<file path="src/rtl/letter_scroll_ctrl.sv">
// Push-button message entry and four-digit letter scroller for seven-segment letter decoders.
// Optional button debouncing is enabled by defining LETTER_SCROLL_DEBOUNCE_EN.
module letter_scroll_ctrl #(
    parameter int unsigned DEPTH        = 16,
    parameter int unsigned SCROLL_DIV   = 25_000_000,
    parameter int unsigned DEBOUNCE_CNT = 50_000
) (
    input  logic                         CLOCK_50,
    input  logic                         RESET,
    input  logic                         BTN_NEXT,
    input  logic                         BTN_COMMIT,
    input  logic                         BTN_MODE,
    input  logic                         BTN_CLEAR,
    output logic [4:0]                   DIG0,
    output logic [4:0]                   DIG1,
    output logic [4:0]                   DIG2,
    output logic [4:0]                   DIG3,
    output logic [$clog2(DEPTH+1)-1:0]   LEN,
    output logic                         FULL,
    output logic                         SCROLLING
);

    localparam int unsigned LW = $clog2(DEPTH + 1);
    localparam int unsigned AW = $clog2(DEPTH);
    localparam int unsigned IW = $clog2(DEPTH + 4) + 1;
    localparam int unsigned TW = $clog2(SCROLL_DIV);

    if (DEPTH < 4 || DEPTH > 32 || SCROLL_DIV < 2 || DEBOUNCE_CNT < 1) begin : g_param_err
        $error("letter_scroll_ctrl: parameter out of range");
    end

    typedef enum logic {EDIT, SCROLL} state_t;

    logic [3:0] btn_raw;
    logic [3:0] btn_lvl;
    assign btn_raw = {BTN_CLEAR, BTN_MODE, BTN_COMMIT, BTN_NEXT};

`ifdef LETTER_SCROLL_DEBOUNCE_EN
    localparam int unsigned CW = $clog2(DEBOUNCE_CNT + 1);
    logic [3:0]    sync1_q, sync2_q, deb_q;
    logic [CW-1:0] cnt_q [4];

    // Two-flop synchronizer, then the level follows only after DEBOUNCE_CNT stable cycles
    always_ff @(posedge CLOCK_50 or posedge RESET) begin
        if (RESET) begin
            sync1_q <= '0;
            sync2_q <= '0;
            deb_q   <= '0;
            for (int i = 0; i < 4; i++) cnt_q[i] <= '0;
        end else begin
            sync1_q <= btn_raw;
            sync2_q <= sync1_q;
            for (int i = 0; i < 4; i++) begin
                if (sync2_q[i] != deb_q[i]) begin
                    if (cnt_q[i] == CW'(DEBOUNCE_CNT - 1)) begin
                        deb_q[i] <= sync2_q[i];
                        cnt_q[i] <= '0;
                    end else begin
                        cnt_q[i] <= cnt_q[i] + CW'(1);
                    end
                end else begin
                    cnt_q[i] <= '0;
                end
            end
        end
    end
    assign btn_lvl = deb_q;
`else
    assign btn_lvl = btn_raw;
`endif

    state_t        state_q, state_d;
    logic [4:0]    cur_q, cur_d;
    logic [LW-1:0] len_q, len_d;
    logic [IW-1:0] off_q, off_d;
    logic [TW-1:0] tmr_q, tmr_d;
    logic [3:0]    btn_q;
    logic          ready_q;
    logic          wr_en;
    logic [4:0]    msg_q [DEPTH];

    // ready_q masks the first cycle after reset so a held button cannot fire
    logic [3:0] ev;
    assign ev = btn_lvl & ~btn_q & {4{ready_q}};

    always_ff @(posedge CLOCK_50 or posedge RESET) begin
        if (RESET) begin
            state_q <= EDIT;
            cur_q   <= '0;
            len_q   <= '0;
            off_q   <= '0;
            tmr_q   <= '0;
            btn_q   <= '0;
            ready_q <= 1'b0;
        end else begin
            state_q <= state_d;
            cur_q   <= cur_d;
            len_q   <= len_d;
            off_q   <= off_d;
            tmr_q   <= tmr_d;
            btn_q   <= btn_lvl;
            ready_q <= 1'b1;
        end
    end

    always_ff @(posedge CLOCK_50) begin
        if (wr_en) msg_q[AW'(len_q)] <= cur_q;
    end

    logic [IW-1:0] period;
    assign period = IW'(len_q) + IW'(4);

    // Next-state: only the highest-priority event (CLEAR > MODE > COMMIT > NEXT) acts
    always_comb begin
        state_d = state_q;
        cur_d   = cur_q;
        len_d   = len_q;
        off_d   = off_q;
        tmr_d   = tmr_q;
        wr_en   = 1'b0;
        case (state_q)
            EDIT: begin
                if (ev[3]) begin
                    len_d = '0;
                    cur_d = '0;
                end else if (ev[2]) begin
                    if (len_q != '0) begin
                        state_d = SCROLL;
                        off_d   = '0;
                        tmr_d   = '0;
                    end
                end else if (ev[1]) begin
                    if (cur_q != 5'd0 && len_q < LW'(DEPTH)) begin
                        wr_en = 1'b1;
                        len_d = len_q + LW'(1);
                    end
                end else if (ev[0]) begin
                    cur_d = (cur_q == 5'd25) ? 5'd1 : cur_q + 5'd1;
                end
            end
            SCROLL: begin
                if (ev[3]) begin
                    state_d = EDIT;
                    len_d   = '0;
                    cur_d   = '0;
                end else if (ev[2]) begin
                    state_d = EDIT;
                end else if (tmr_q == TW'(SCROLL_DIV - 1)) begin
                    tmr_d = '0;
                    off_d = (off_q + IW'(1) == period) ? '0 : off_q + IW'(1);
                end else begin
                    tmr_d = tmr_q + TW'(1);
                end
            end
            default: state_d = EDIT;
        endcase
    end

    function automatic logic [IW-1:0] wrap(input logic [IW-1:0] k);
        logic [IW-1:0] s;
        s = off_q + k;
        if (s >= period) s = s - period;
        return s;
    endfunction

    function automatic logic [4:0] stream(input logic [IW-1:0] i);
        return (i < IW'(len_q)) ? msg_q[AW'(i)] : 5'd0;
    endfunction

    // Display: cursor plus last three letters in EDIT, sliding window over the stream in SCROLL
    always_comb begin
        DIG0 = '0;
        DIG1 = '0;
        DIG2 = '0;
        DIG3 = '0;
        if (state_q == SCROLL) begin
            DIG3 = stream(wrap(IW'(0)));
            DIG2 = stream(wrap(IW'(1)));
            DIG1 = stream(wrap(IW'(2)));
            DIG0 = stream(wrap(IW'(3)));
        end else begin
            DIG0 = cur_q;
            if (len_q >= LW'(1)) DIG1 = msg_q[AW'(len_q - LW'(1))];
            if (len_q >= LW'(2)) DIG2 = msg_q[AW'(len_q - LW'(2))];
            if (len_q >= LW'(3)) DIG3 = msg_q[AW'(len_q - LW'(3))];
        end
    end

    assign LEN       = len_q;
    assign FULL      = (len_q == LW'(DEPTH));
    assign SCROLLING = (state_q == SCROLL);

endmodule

</file>
<file path="config.mk">
export PLATFORM = sky130hd
export DESIGN_NAME = letter_scroll_ctrl
export DESIGN_NICKNAME = d
export VERILOG_FILES = /design/src/rtl/letter_scroll_ctrl.sv
export SDC_FILE = /design/constraint.sdc
export NUM_CORES = 1
export LEC_CHECK = 0
export ABC_AREA = 0
export CORE_ASPECT_RATIO = 0.9
export CORE_UTILIZATION = 40
export CTS_CLUSTER_SIZE = 12
export DETAILED_ROUTE_END_ITERATION = 10
export SLEW_MARGIN = 15
export SYNTH_ARGS = -nofsm -noshare
export SYNTH_HDL_FRONTEND = slang
export SYNTH_SLANG_ARGS = --single-unit
</file>
<file path="constraint.sdc">
create_clock -name CLOCK_50 -period 4.8 [get_ports CLOCK_50]
set_clock_uncertainty 0.1 [all_clocks]
set_input_delay 0.96 -clock CLOCK_50 [delete_from_list [all_inputs] [get_ports CLOCK_50]]
set_output_delay 0.96 -clock CLOCK_50 [all_outputs]
set_load 0.01 [all_outputs]
</file>
# Word-level counts from Yosys, hierarchy flattened
# Memory sizes are Yosys's and may differ from the RTL's.
# Index checks and enable logic that the tools add are counted.
# word_totals
ff_bits,47
latchBits,0
ram_bits,80
mem_bits_ro,0
in_bits,6
mem_count,1
# classes
addsub,14
mul,0
div,0
magnitude_cmp,12
eq_ne,16
shifts,0
mux,59
bitwise,4
n_reduce_logical,7
# memory_table
memory,words,width,read_ports,rd_ports_with_merged_regs,write_ports,line,text
msg_q,16,5,7,0,1,80,logic [4:0] msg_q [DEPTH];
# ops
op,n
two-way mux 25 bit,6
two-way mux 5 bit,21
two-way mux 6 bit,15
case mux 25 bit (2 select lines),1
adder 25 x 1 -> 25 bit (second input constant),1
equality test 25 bit (second input constant),1
>= comparator 6 bit,4
less-than comparator 6 x 5 -> 1 bit,4
subtractor 6 bit,4
case mux 5 bit (2 select lines),2
!= test 3 bit (second input constant),5
adder 6 x 2 -> 6 bit (second input constant),2
two-way mux 1 bit,12
case mux 6 bit (2 select lines),1
adder 5 x 1 -> 5 bit (second input constant),2
equality test 5 bit (second input constant),2
>= comparator 5 x 2 -> 1 bit (second input constant),2
!= test 2 bit (second input constant),5
nonzero test 5 bit,2
AND 4 bit,2
AND reduction 4 bit,2
subtractor 4 x 2 -> 4 bit (second input constant),2
adder 5 x 3 -> 6 bit (second input constant),1
adder 6 x 1 -> 6 bit (second input constant),1
11 further kinds,12

# Logic depth before layout (Yosys ltp)
# Gate-level depths: netlist of run 1.
# depth
depth_word,9
depth_mapped,21
mapped_depth_nobuf,19

# Worst setup path before layout of run 1
# Ideal clock, no wire load.
# synth_path
kind,register to output
start,register len_q[2] (netlist: LEN[2])
end,output DIG0[0]
arrival_ps,4413
required_time_ps,3740
setup_slack_ps,-673
path_stages_with_launch,18
n_path_buf,1
cell_sequence,dfrtp_1 > clkbuf_1 > inv_1 > ha_1 > inv_1 > ha_1 > inv_1 > o2111a_1 > nor2_2 > mux2i_2 > clkinv_1 > ha_1 > a21o_1 > nand2_1 > nand4b_1 > a211oi_1 > nand2_1 > o221ai_1
# synth_via
elab_chain_len,7
elab_cells_between_ends,9
cone_classes,2 x add/sub; 2 x order compare; 4 x mux; 1 x memory
# synth_lines
element,line,text
from (decl),74,"logic [LW-1:0] len_q, len_d;"
from (signal assigned),98,len_q <= len_d;
adder 5 x 3 -> 6 bit,111,assign period = IW'(len_q) + IW'(4);
subtractor 6 bit / >= comparator 6 bit (equally long branches),162,if (s >= period) s = s - period;
two-way mux 6 bit,162,
two-way mux 6 bit,176,if (state_q == SCROLL) begin
memory read (16 x 5 bit) / less-than comparator 6 x 5 -> 1 bit (equally long branches),n/a,
two-way mux 5 bit (*),167,return (i < IW'(len_q)) ? msg_q[AW'(i)] : 5'd0;
two-way mux 5 bit (*),176,
to (decl),14,"output logic [4:0] DIG0,"
# Every way passes the cells marked *; elsewhere a longest branch is shown, timed or not. The select of a mux whose other input is x is not followed.

# Final worst setup path of run 1
# layout_path
start,register off_q[1]
end,output DIG2[2]
# layout_via
elab_chain_len,7
elab_cells_between_ends,9
cone_classes,2 x add/sub; 2 x order compare; 4 x mux; 1 x memory
# layout_lines
element,line,text
from (decl),75,"logic [IW-1:0] off_q, off_d;"
from (signal assigned),91,off_q <= '0;
from (signal assigned),99,off_q <= off_d;
adder 6 x 1 -> 6 bit (*),161,s = off_q + k;
subtractor 6 bit / >= comparator 6 bit (equally long branches),162,
two-way mux 6 bit (*),162,
two-way mux 6 bit (*),176,
memory read (16 x 5 bit) / less-than comparator 6 x 5 -> 1 bit (equally long branches),n/a,
two-way mux 5 bit (*),167,
two-way mux 5 bit (*),176,
to (decl),16,"output logic [4:0] DIG2,"
# Marked as above.

==> impl_metrics.toml, run 1 <==
[grt]
first_global_vias = 10494
track_usage_pct = 27.4
grt_max_degree = 58
grt_pass1_wl_um = 62200
overflow = 0
antenna_found_initial = 0

[floorplanning]
core_area_um2 = 29000
fp.dieW_um = 183
start_util_pct = 40.8
dieArea_um2 = 30300
fp.dieH_um = 165
rows = 59
io_pins = 33

[cts]
clock_path_buffers = 2
tritoncts = "done"
path_clk_slew_ns = 0.06
cts_root_buf = "clkbuf_16"
cts.sinks = 127
htree_num_levels = 4
numCtsBuffers = 17
clkLatencyLatePin_ns = 0.42

[timing]
slew_headroom_pct = 32.1
rsz0062_at_grt = "yes"
max_freq_mhz = 193
setup_viol = 20
report.final.slew_viol_count = 0
hold-worst-slack_ns = 0.418
timing.final.ws_setup_ns = -0.385
finalSetupTns_ns = -5.78
final-hold-violation-count = 0
timing.final.crit_share_pct = 108
min_period_ns = 5.18
tightest_slew_ns = 1.02

[status]
violations = "setup timing"
outcome = "complete, but fails checks"

[worst_setup_path]
cp-end-kind = "primary output"
worstPathArrival_ns = 4.12
path_max_fanout = 5
r2r-start = "cur_q[0]$_DFFE_PP0P_"
crit_start = "off_q[1]$_DFFE_PP0P_"
crit_path_start_kind = "flip-flop"
required_ns = 3.74
critPathKind = "reg -> out"

[run]
maxCapViolCount = 0

[final_layout]
regArea_um2 = 3590
finish.instance_area_um2 = 16000
final_cell_mix = "201 x buf_4, 121 x mux2i_1, 80 x edfxtp_1"
multi_input_area_um2 = 8760
drive_above_1_share_pct = 40.3
fin_util_pct = 55.3
area_delta_synth_final_pct = 35.4
final_common_cell = "buf_4"
antenna-diode-count = 0
final.fill_count = 2385
fin_nets = 1416

[detailed_routing]
ant_nets = 0
wl_um = 41000
drt-vias-per-instance = 6.15
first_pass_iters = 7
drt-initial-drc-count = 1056
drc = 0
wire_per_inst_um = 23.4
num_vias = 10791

[synth]
syn_nets = 1178
synthDistinctLibCells = 75
yosysSeqAreaShare_pct = 30.2
yosysWarnings = 0
synth_edf_count = 80
synthArstFlopShare_pct = 37.0
synth_seq_cells = 127
postSynthCellCount = 1109
synth_ff_type = "edfxtp_1"
syn_area_per_cell_um2 = 10.7
synth_area_um2 = 11800

[power]
ir_worst_vdd_v = 0.000263
powerDensity_nw_per_um2 = 449
p_leak_nw = 6.43

[hold_path]
min_path_type = "reg -> reg"
hp-start = "tmr_q[3]$_DFFE_PP0P_"

[placement]
numPortBuffers = 32
placed_cell_area_um2 = 14100
place.gp.congestion = 0.982
place_hpwl_um = 29700
## Yosys cell counts (29+ instances only)
| cell type | n | area share, % |
|---|---|---|
| mux2_2 | 47 | 4.5 |
| mux4_2 | 69 | 13 |
| dfrtp_1 | 47 | 9.9 |
| ha_1 | 59 | 6.2 |
| nand2_1 | 84 | 2.7 |
| xnor2_1 | 29 | 2.1 |
| inv_1 | 34 | 1.1 |
| a21oi_1 | 37 | 1.6 |
| mux2i_1 | 129 | 11 |
| o21ai_0 | 36 | 1.5 |
| edfxtp_1 | 80 | 20 |
| nor2_1 | 77 | 2.4 |
## where the power goes
group | leakage [nW] | internal [mW] | switching (mW)
Clock | 0.306 | 0.877 | 0.515
Sequential | 1.39 | 1.25 | 0.0722
Combinational | 4.73 | 2.27 | 2.22
## cell families (layout without fill, tap and decap cells)
family / Yosys count / after routing / share of synthesized area [%]
AOI/OAI and AO/OA: 228 / 228 / 13.5
xor gates and xnor gates: 52 / 52 / 3.85
adders and majority gates: 63 / 63 / 6.91
buffers and inverters: 90 / 341 / 3.35
DFF: 127 / 127 / 30.2
muxes: 254 / 254 / 30.1
other: 1 / 1 / 0.0317
and+or+nand+nor: 294 / 294 / 12.1
## worst max-delay path, stage by stage, from the launching register on
cell and delay (ns):
dfrtp_2 0.47, ha_4 0.19, nand2_1 0.09, xor2_2 0.16, inv_1 0.07, ha_1 0.31
nand4_1 0.15, buf_4 0.17, o21a_1 0.18, a21oi_1 0.17, a21oi_2 0.07, inv_1 0.11
ha_4 0.21, nand4_1 0.08, nand3b_1 0.09, a21oi_2 0.12, o211ai_1 0.13, nor2_2 0.20
nand3_2 0.11, buf_6 0.15, a211o_1 0.22, nand4_1 0.11, buf_2 0.15
## path summary, 6_finish.rpt
check	endpoint	slack, ns	cells past startpoint
max	DIG2[2]	-0.38	22
min	tmr_q[3]$_DFFE_PP0P_	0.42	1
max reg2reg	msg_q[15][2]$_DFFE_PP_	1.68	8
min reg2reg	tmr_q[3]$_DFFE_PP0P_	0.42	1
max in group asynchronous	LEN[0]$_DFFE_PP0P_	2.87	2
min in group asynchronous	tmr_q[10]$_DFFE_PP0P_	1.00	2
## stage by stage
step | power (mW) | cells | setup WS (ns)
6_report | 7.20 | 1756 | -0.385
4_1_cts | 6.98 | 1749 | -0.447
3_5_place_dp | 5.19 | 1671 | -0.527
5_1_grt | 7.54 | 1756 | -0.576
2_1_floorplan | 3.87 | 1109 | 0.00224
3_3_place_gp | 5.15 | 1671 | -0.456
## registers in the layout (all words and copies together) (netlist names)
register and count:
cur_q 5, tmr_q 25, LEN 5, btn_q 4, off_q 6, msg_q 80, ready_q 1, SCROLLING 1
## repair_timing
item	4_1_cts	5_1_grt
hold buffers	0	0
hold endpoints to repair	0	0
pin swaps	44	55
setup endpoints to repair	20	20
buffers inserted	45	12
gates cloned	5	0
gates resized for setup	207	50
## layer usage
metal	vias to the layer above	GRT usage [%]	wire length, um
met2	582	42.4	18500
li1	4778	-	-
met4	0	9.05	1020
met1	5346	38.4	17400
met5	-	0	0
met3	85	5.24	4040
## area by class of cell
cell class                 count  share of cell area, %
clock inverter                15                   1.30
clock buffer                  17                   2.65
sequential                   127                   22.4
tap                          396                   3.09
timing repair buffer         273                   15.0
multi-input combinational    892                   54.6
inverter                      36                  0.913
Note: power is estimated with default switching activity, not from simulation.
==> run 2, diff against run 1 <==
--- a/config.mk
+++ b/config.mk
@@ -7,10 +7,12 @@
 export LEC_CHECK = 0
 export ABC_AREA = 0
 export CORE_ASPECT_RATIO = 0.9
+export CORE_MARGIN = 2
 export CORE_UTILIZATION = 40
 export CTS_CLUSTER_SIZE = 12
 export DETAILED_ROUTE_END_ITERATION = 10
-export SLEW_MARGIN = 15
+export PLACE_DENSITY = 0.69
+export SLEW_MARGIN = 20
 export SYNTH_ARGS = -nofsm -noshare
 export SYNTH_HDL_FRONTEND = slang
 export SYNTH_SLANG_ARGS = --single-unit
==> run 2 against run 1 <==
  * The run still ends with setup timing left
  * Cell area shrank 1.1%
  * Clock power decreased by 3%
  * Register-to-register slack worse by 0.23 ns
  * Fmax decreased by 2.5%
  * Final cell count down 0.11%
  * Sequential share of layout area increased by 0.22 points
  * Sequential cell count unchanged
==> impl_metrics.toml, run 2 (synthesis results as in run 1) <==
[detailed_routing]
wl_um = 41600
num_vias = 11157
drt-initial-drc-count = 1254
drt-vias-per-instance = 6.36
first_pass_iters = 5
wire_per_inst_um = 23.7
drc = 0
ant_nets = 0

[placement]
place.gp.congestion = 1.02
place_hpwl_um = 29100
numPortBuffers = 32
place_ws_ns = -0.476

[floorplanning]
fp.dieH_um = 167
dieArea_um2 = 31000
start_util_pct = 40.8
io_pins = 33
core_area_um2 = 29000
fp.dieW_um = 185
rows = 59

[timing]
rsz0062_at_grt = "yes"
timing.final.crit_share_pct = 111
setup_viol = 20
tightest_slew_ns = 0.821
report.final.slew_viol_count = 0
finalSetupTns_ns = -7.03
slew_headroom_pct = 45.1
max_freq_mhz = 188
min_period_ns = 5.32
hold-worst-slack_ns = 0.420
timing.final.ws_setup_ns = -0.520
final-hold-violation-count = 0

[worst_setup_path]
cpMaxStageDelayCell = "mux4_1"
critPathTopFamily = "multiplexers"
path_max_fanout = 16
crit_path_start_kind = "flip-flop"
reg2reg_depth = 11
cp-end-kind = "primary output"
worstPathCellList = "buf_6, inv_6, ha_4, nor2b_2, xor2_2, ha_4, or2_4, a21oi_4, nor2_4, buf_12, buf_4, mux2i_4, buf_12, buf_12, mux2i_1, mux4_1, o221ai_2, buf_2"
regToRegEndpoint = "tmr_q[23]$_DFFE_PP0P_"
crit_top_cell = "buf_12"
path_buf_inv = 7
r2r-start = "LEN[0]$_DFFE_PP0P_"
reg2reg_slack_ns = 1.45
critPathKind = "reg -> out"
slowest_delay_ns = 0.58
required_ns = 3.74
worstPathArrival_ns = 4.26

[power]
ir_worst_vdd_v = 0.000300
powerDensity_nw_per_um2 = 445
p_leak_nw = 6.38
finalPower_mw = 7.06

[hold_path]
holdPathEnd = "tmr_q[3]$_DFFE_PP0P_"
hold_depth = 1
min_path_type = "reg -> reg"
hp-start = "tmr_q[3]$_DFFE_PP0P_"

[run]
maxCapViolCount = 0

[final_layout]
reg_top3 = "msg_q x80, tmr_q x25, off_q x6"
fin_util_pct = 54.7
final_cell_mix = "201 x buf_4, 122 x mux2i_1, 80 x nand2_1, 80 x edfxtp_1, 71 x nor2_1"
drive_above_1_share_pct = 39.3
final_common_cell = "buf_4"
area_delta_synth_final_pct = 33.9
antenna-diode-count = 0
final.fill_count = 2356
regMostFlops = "msg_q"
largest_register_ffs = 80
fin_nets = 1414

[cts]
cts.sinks = 127
clkLatencyLatePin_ns = 0.42
numCtsBuffers = 17
tritoncts = "done"
path_clk_slew_ns = 0.06
htree_num_levels = 4
cts-hold-fix-buffers = 0
clock_path_buffers = 2
cts_root_buf = "clkbuf_16"

[status]
outcome = "complete, but fails checks"
violations = "setup timing"

[grt]
first_global_vias = 10832
track_usage_pct = 26.2
grt_pass1_wl_um = 62600
grt_max_degree = 48
antenna_found_initial = 0
overflow = 0
## run 2: worst max-delay path by stage
stage / cells past startpoint / slack, ns / to / start
after floorplan: 17 / 0.002 / DIG0[0] / LEN[3]$_DFFE_PP0P_
after global placement: 21 / -0.41 / DIG2[2] / off_q[0]$_DFFE_PP0P_
after detailed placement: 19 / -0.48 / DIG2[2] / off_q[1]$_DFFE_PP0P_
after CTS: 18 / -0.46 / DIG2[2] / off_q[0]$_DFFE_PP0P_
after global routing: 21 / -0.62 / DIG0[3] / off_q[1]$_DFFE_PP0P_
final: 18 / -0.52 / DIG0[1] / off_q[1]$_DFFE_PP0P_
## run 2: cell type report
cell class,instances,area [um^2],share of cell area (%)
multi-input combinational,892,8680,54.7
sequential,127,3590,22.6
timing repair buffer,271,2320,14.6
tap,396,495,3.12
clock buffer,17,425,2.68
clock inverter,15,195,1.23
inverter,36,151,0.955
## run 2: worst register-to-register path, delay by kind of cell (launching register included)
kind / cells / cell delay [ns]
compound gates: 2 / 0.52
buf+inv: 3 / 0.89
fa+ha+maj: 1 / 0.36
flops: 1 / 0.47
xor+xnor: 1 / 0.14
simple gates: 4 / 0.72
## run 2: where the power goes
part | switching [mW] | internal, mW | total, mW | leakage (nW)
combinational | 2.22 | 2.18 | 4.40 | 4.68
sequential | 0.0553 | 1.25 | 1.30 | 1.40
clock | 0.519 | 0.835 | 1.35 | 0.304
## run 2: metrics by stage
step | instances | cell area, um^2
floorplan | 1109 | 12000
global placement | 1665 | 14000
detailed placement | 1665 | 14000
CTS | 1740 | 15400
global route | 1754 | 15900
finish | 1754 | 15900
## run 2: routing by layer
metal  vias up  global-route usage (%)  part of all wire, %
met5         -                       0                    0
met4         0                    10.7                  3.5
met3       118                    3.15                  9.5
met2       745                    40.0                   46
met1      5504                    37.7                   41
li1       4790                       -                    -
## run 2: what timing repair did
action                                  in CTS  in global routing
buffers inserted                            40                 14
pin swaps                                   57                 36
resized for setup                          199                 45
endpoints found under the setup margin      20                 20
hold endpoints to repair                     0                  0
cloned                                       3                  2
==> run 3, diff against run 2 <==
--- a/config.mk
+++ b/config.mk
@@ -6,7 +6,7 @@
 export NUM_CORES = 1
 export LEC_CHECK = 0
 export ABC_AREA = 0
-export CORE_ASPECT_RATIO = 0.9
+export CORE_ASPECT_RATIO = 1.5
 export CORE_MARGIN = 2
 export CORE_UTILIZATION = 40
 export CTS_CLUSTER_SIZE = 12
@@ -16,3 +16,4 @@
 export SYNTH_ARGS = -nofsm -noshare
 export SYNTH_HDL_FRONTEND = slang
 export SYNTH_SLANG_ARGS = --single-unit
+export TNS_END_PERCENT = 50
==> run 3 against run 2 <==
  * The flow still finishes with violations (setup timing)
  * Combinational power increased by 4%
  * Hold slack got worse by 0.015 ns
  * Final cell count decreased by 0.34%
  * Clock power decreased by 6%
  * Clock-buffer cell count increased by 2
  * Critical path depth increased by 2
  * Largest power group unchanged
  * Sequential share of layout area increased by 0.35 points
  * Register-to-register slack got worse by 0.16 ns
  * Power increased by 1.1%
  * Non-clock buffer count decreased by 5
  * Core utilization decreased by 1.3 points
  * Global-route usage increased by 1.8 points
==> impl_metrics.toml, run 3 (synthesis results as in run 1) <==
[detailed_routing]
wl_um = 43500
drt-initial-drc-count = 826
wire_per_inst_um = 24.9
dr.max_layer_used = "met4"
met3_length_um = 2750
wl_met1_um = 14400
num_vias = 10974
first_pass_iters = 5
ant_nets = 0
drc = 0
wl_met2_um = 22000
drt-vias-per-instance = 6.28

[floorplanning]
start_util_pct = 40.4
dieArea_um2 = 31000
rows = 77
core_area_um2 = 29300
io_pins = 33
fp.dieW_um = 144
fp.dieH_um = 215

[final_layout]
fin_nets = 1409
final_common_cell = "buf_4"
final.fill_count = 2525
final_cell_mix = "207 x buf_4, 125 x mux2i_1, 80 x nand2_1, 80 x edfxtp_1, 74 x nor2_1"
area_delta_synth_final_pct = 31.9
reg_top3 = "msg_q x80, tmr_q x25, off_q x6"
fin_cells = 1748
regMostFlops = "msg_q"
drive_above_1_share_pct = 37.8
antenna-diode-count = 0
largest_register_ffs = 80

[cts]
path_clk_slew_ns = 0.06
clkLatencyLatePin_ns = 0.44
tritoncts = "done"
cts-hold-fix-buffers = 0
numCtsBuffers = 17
cts.sinks = 127
cts_root_buf = "clkbuf_16"
clock_path_buffers = 2
htree_num_levels = 4

[worst_setup_path]
cp-end-kind = "primary output"
required_ns = 3.74
reg2reg_depth = 12
crit_path_start_kind = "flip-flop"
critPathKind = "reg -> out"
worstPathArrival_ns = 4.34
path_max_fanout = 8

[hold_path]
hold_depth = 2
min_path_type = "reg -> reg"

[power]
ir_worst_vdd_v = 0.000310
finalPower_mw = 7.14
p_comb_share_pct = 64.0
switching_share_pct = 40.9
cell_internal_pwr_mw = 4.21
p_leak_nw = 6.32
seqPwrFrac_pct = 18.2
powerDensity_nw_per_um2 = 457
p_sw_mw = 2.92
clkPwrFrac_pct = 17.8

[timing]
report.final.slew_viol_count = 0
max_freq_mhz = 185
finalSetupTns_ns = -9.58
hold-worst-slack_ns = 0.405
setup_viol = 20
min_period_ns = 5.40
final-hold-violation-count = 0
timing.final.ws_setup_ns = -0.603
slew_headroom_pct = 37.2
tightest_slew_ns = 0.938
timing.final.crit_share_pct = 113
rsz0062_at_grt = "yes"

[status]
violations = "setup timing"
outcome = "complete, but fails checks"

[grt]
antenna_found_initial = 0
grt_pass1_wl_um = 64600
grt_max_degree = 48
overflow = 0
track_usage_pct = 28.0
first_global_vias = 11139

[placement]
numPortBuffers = 32
place.gp.congestion = 0.978
place_hpwl_um = 31500
place_ws_ns = -0.600
placed_cells = 1666

[run]
maxCapViolCount = 0
[run 3: changes by cell type in the layout (fill, tap and decap cells not counted), moves of 5 or more]
cell	change
mux2i_2	-6
ha_1	+10
inv_6	-5
buf_4	+6
buf_6	-16
ha_4	-7
[run 3: final timing paths]
path,startpoint,to,slack [ns]
hold reg to reg,tmr_q[5]$_DFFE_PP0P_,tmr_q[5]$_DFFE_PP0P_,0.40
min in group asynchronous,RESET,off_q[3]$_DFFE_PP0P_,0.87
setup reg to reg,LEN[0]$_DFFE_PP0P_,tmr_q[19]$_DFFE_PP0P_,1.29
setup / recovery,off_q[1]$_DFFE_PP0P_,DIG0[2],-0.60
hold / removal,tmr_q[5]$_DFFE_PP0P_,tmr_q[5]$_DFFE_PP0P_,0.40
max in group asynchronous,RESET,LEN[0]$_DFFE_PP0P_,3.16
[run 3: power by group through the flow]
stage	combinational [mW]	clock, mW	sequential [mW]
floorplan	2.53	0	1.34
global placement	3.89	0	1.31
detailed placement	3.95	0	1.31
CTS	4.23	1.29	1.29
global route	4.79	1.33	1.30
finish	4.57	1.27	1.30
[run 3: routing by layer]
layer / GRT usage (%) / up-vias
li1: - / 4768
met1: 28.6 / 5322
met2: 48.4 / 625
met3: 5.10 / 259
met4: 23.4 / 0
met5: 0 / -
[run 3: layout make-up]
class / count / area, um^2 / area share, %
clock inverters: 13 / 128 / 0.817
clock buffers: 19 / 454 / 2.91
repair buffers: 266 / 2260 / 14.5
well taps: 395 / 494 / 3.16
inverters: 36 / 140 / 0.897
flip-flops and latches: 127 / 3590 / 23.0
multi-input cells: 892 / 8550 / 54.8
[run 3: metrics by stage]
step	utilization, %	area, um^2
finish	53.3	15600
global route	53.3	15600
CTS	52.1	15300
detailed placement	47.8	14000
global placement	47.8	14000
floorplan	-	12000
[run 3: worst max-delay path, stage by stage (launching register included)]
cell      delay (ns)
dfrtp_2         0.46
buf_6           0.13
inv_4           0.03
buf_6           0.11
ha_4            0.16
a21oi_4         0.16
buf_6           0.13
nor2_4          0.04
xor2_2          0.15
ha_2            0.37
a21oi_4         0.07
nor2_4          0.17
buf_6           0.14
buf_4           0.13
mux2i_4         0.24
buf_12          0.15
buf_12          0.15
mux2i_1         0.18
mux4_2          0.56
o221ai_4        0.20
buf_2           0.17
[run 3: timing repair]
item / 4_1_cts / 5_1_grt
setup buffers: 39 / 10
setup endpoints to repair: 20 / 20
gates resized for setup: 148 / 40
pin swaps: 33 / 34
cloned: 1 / 2
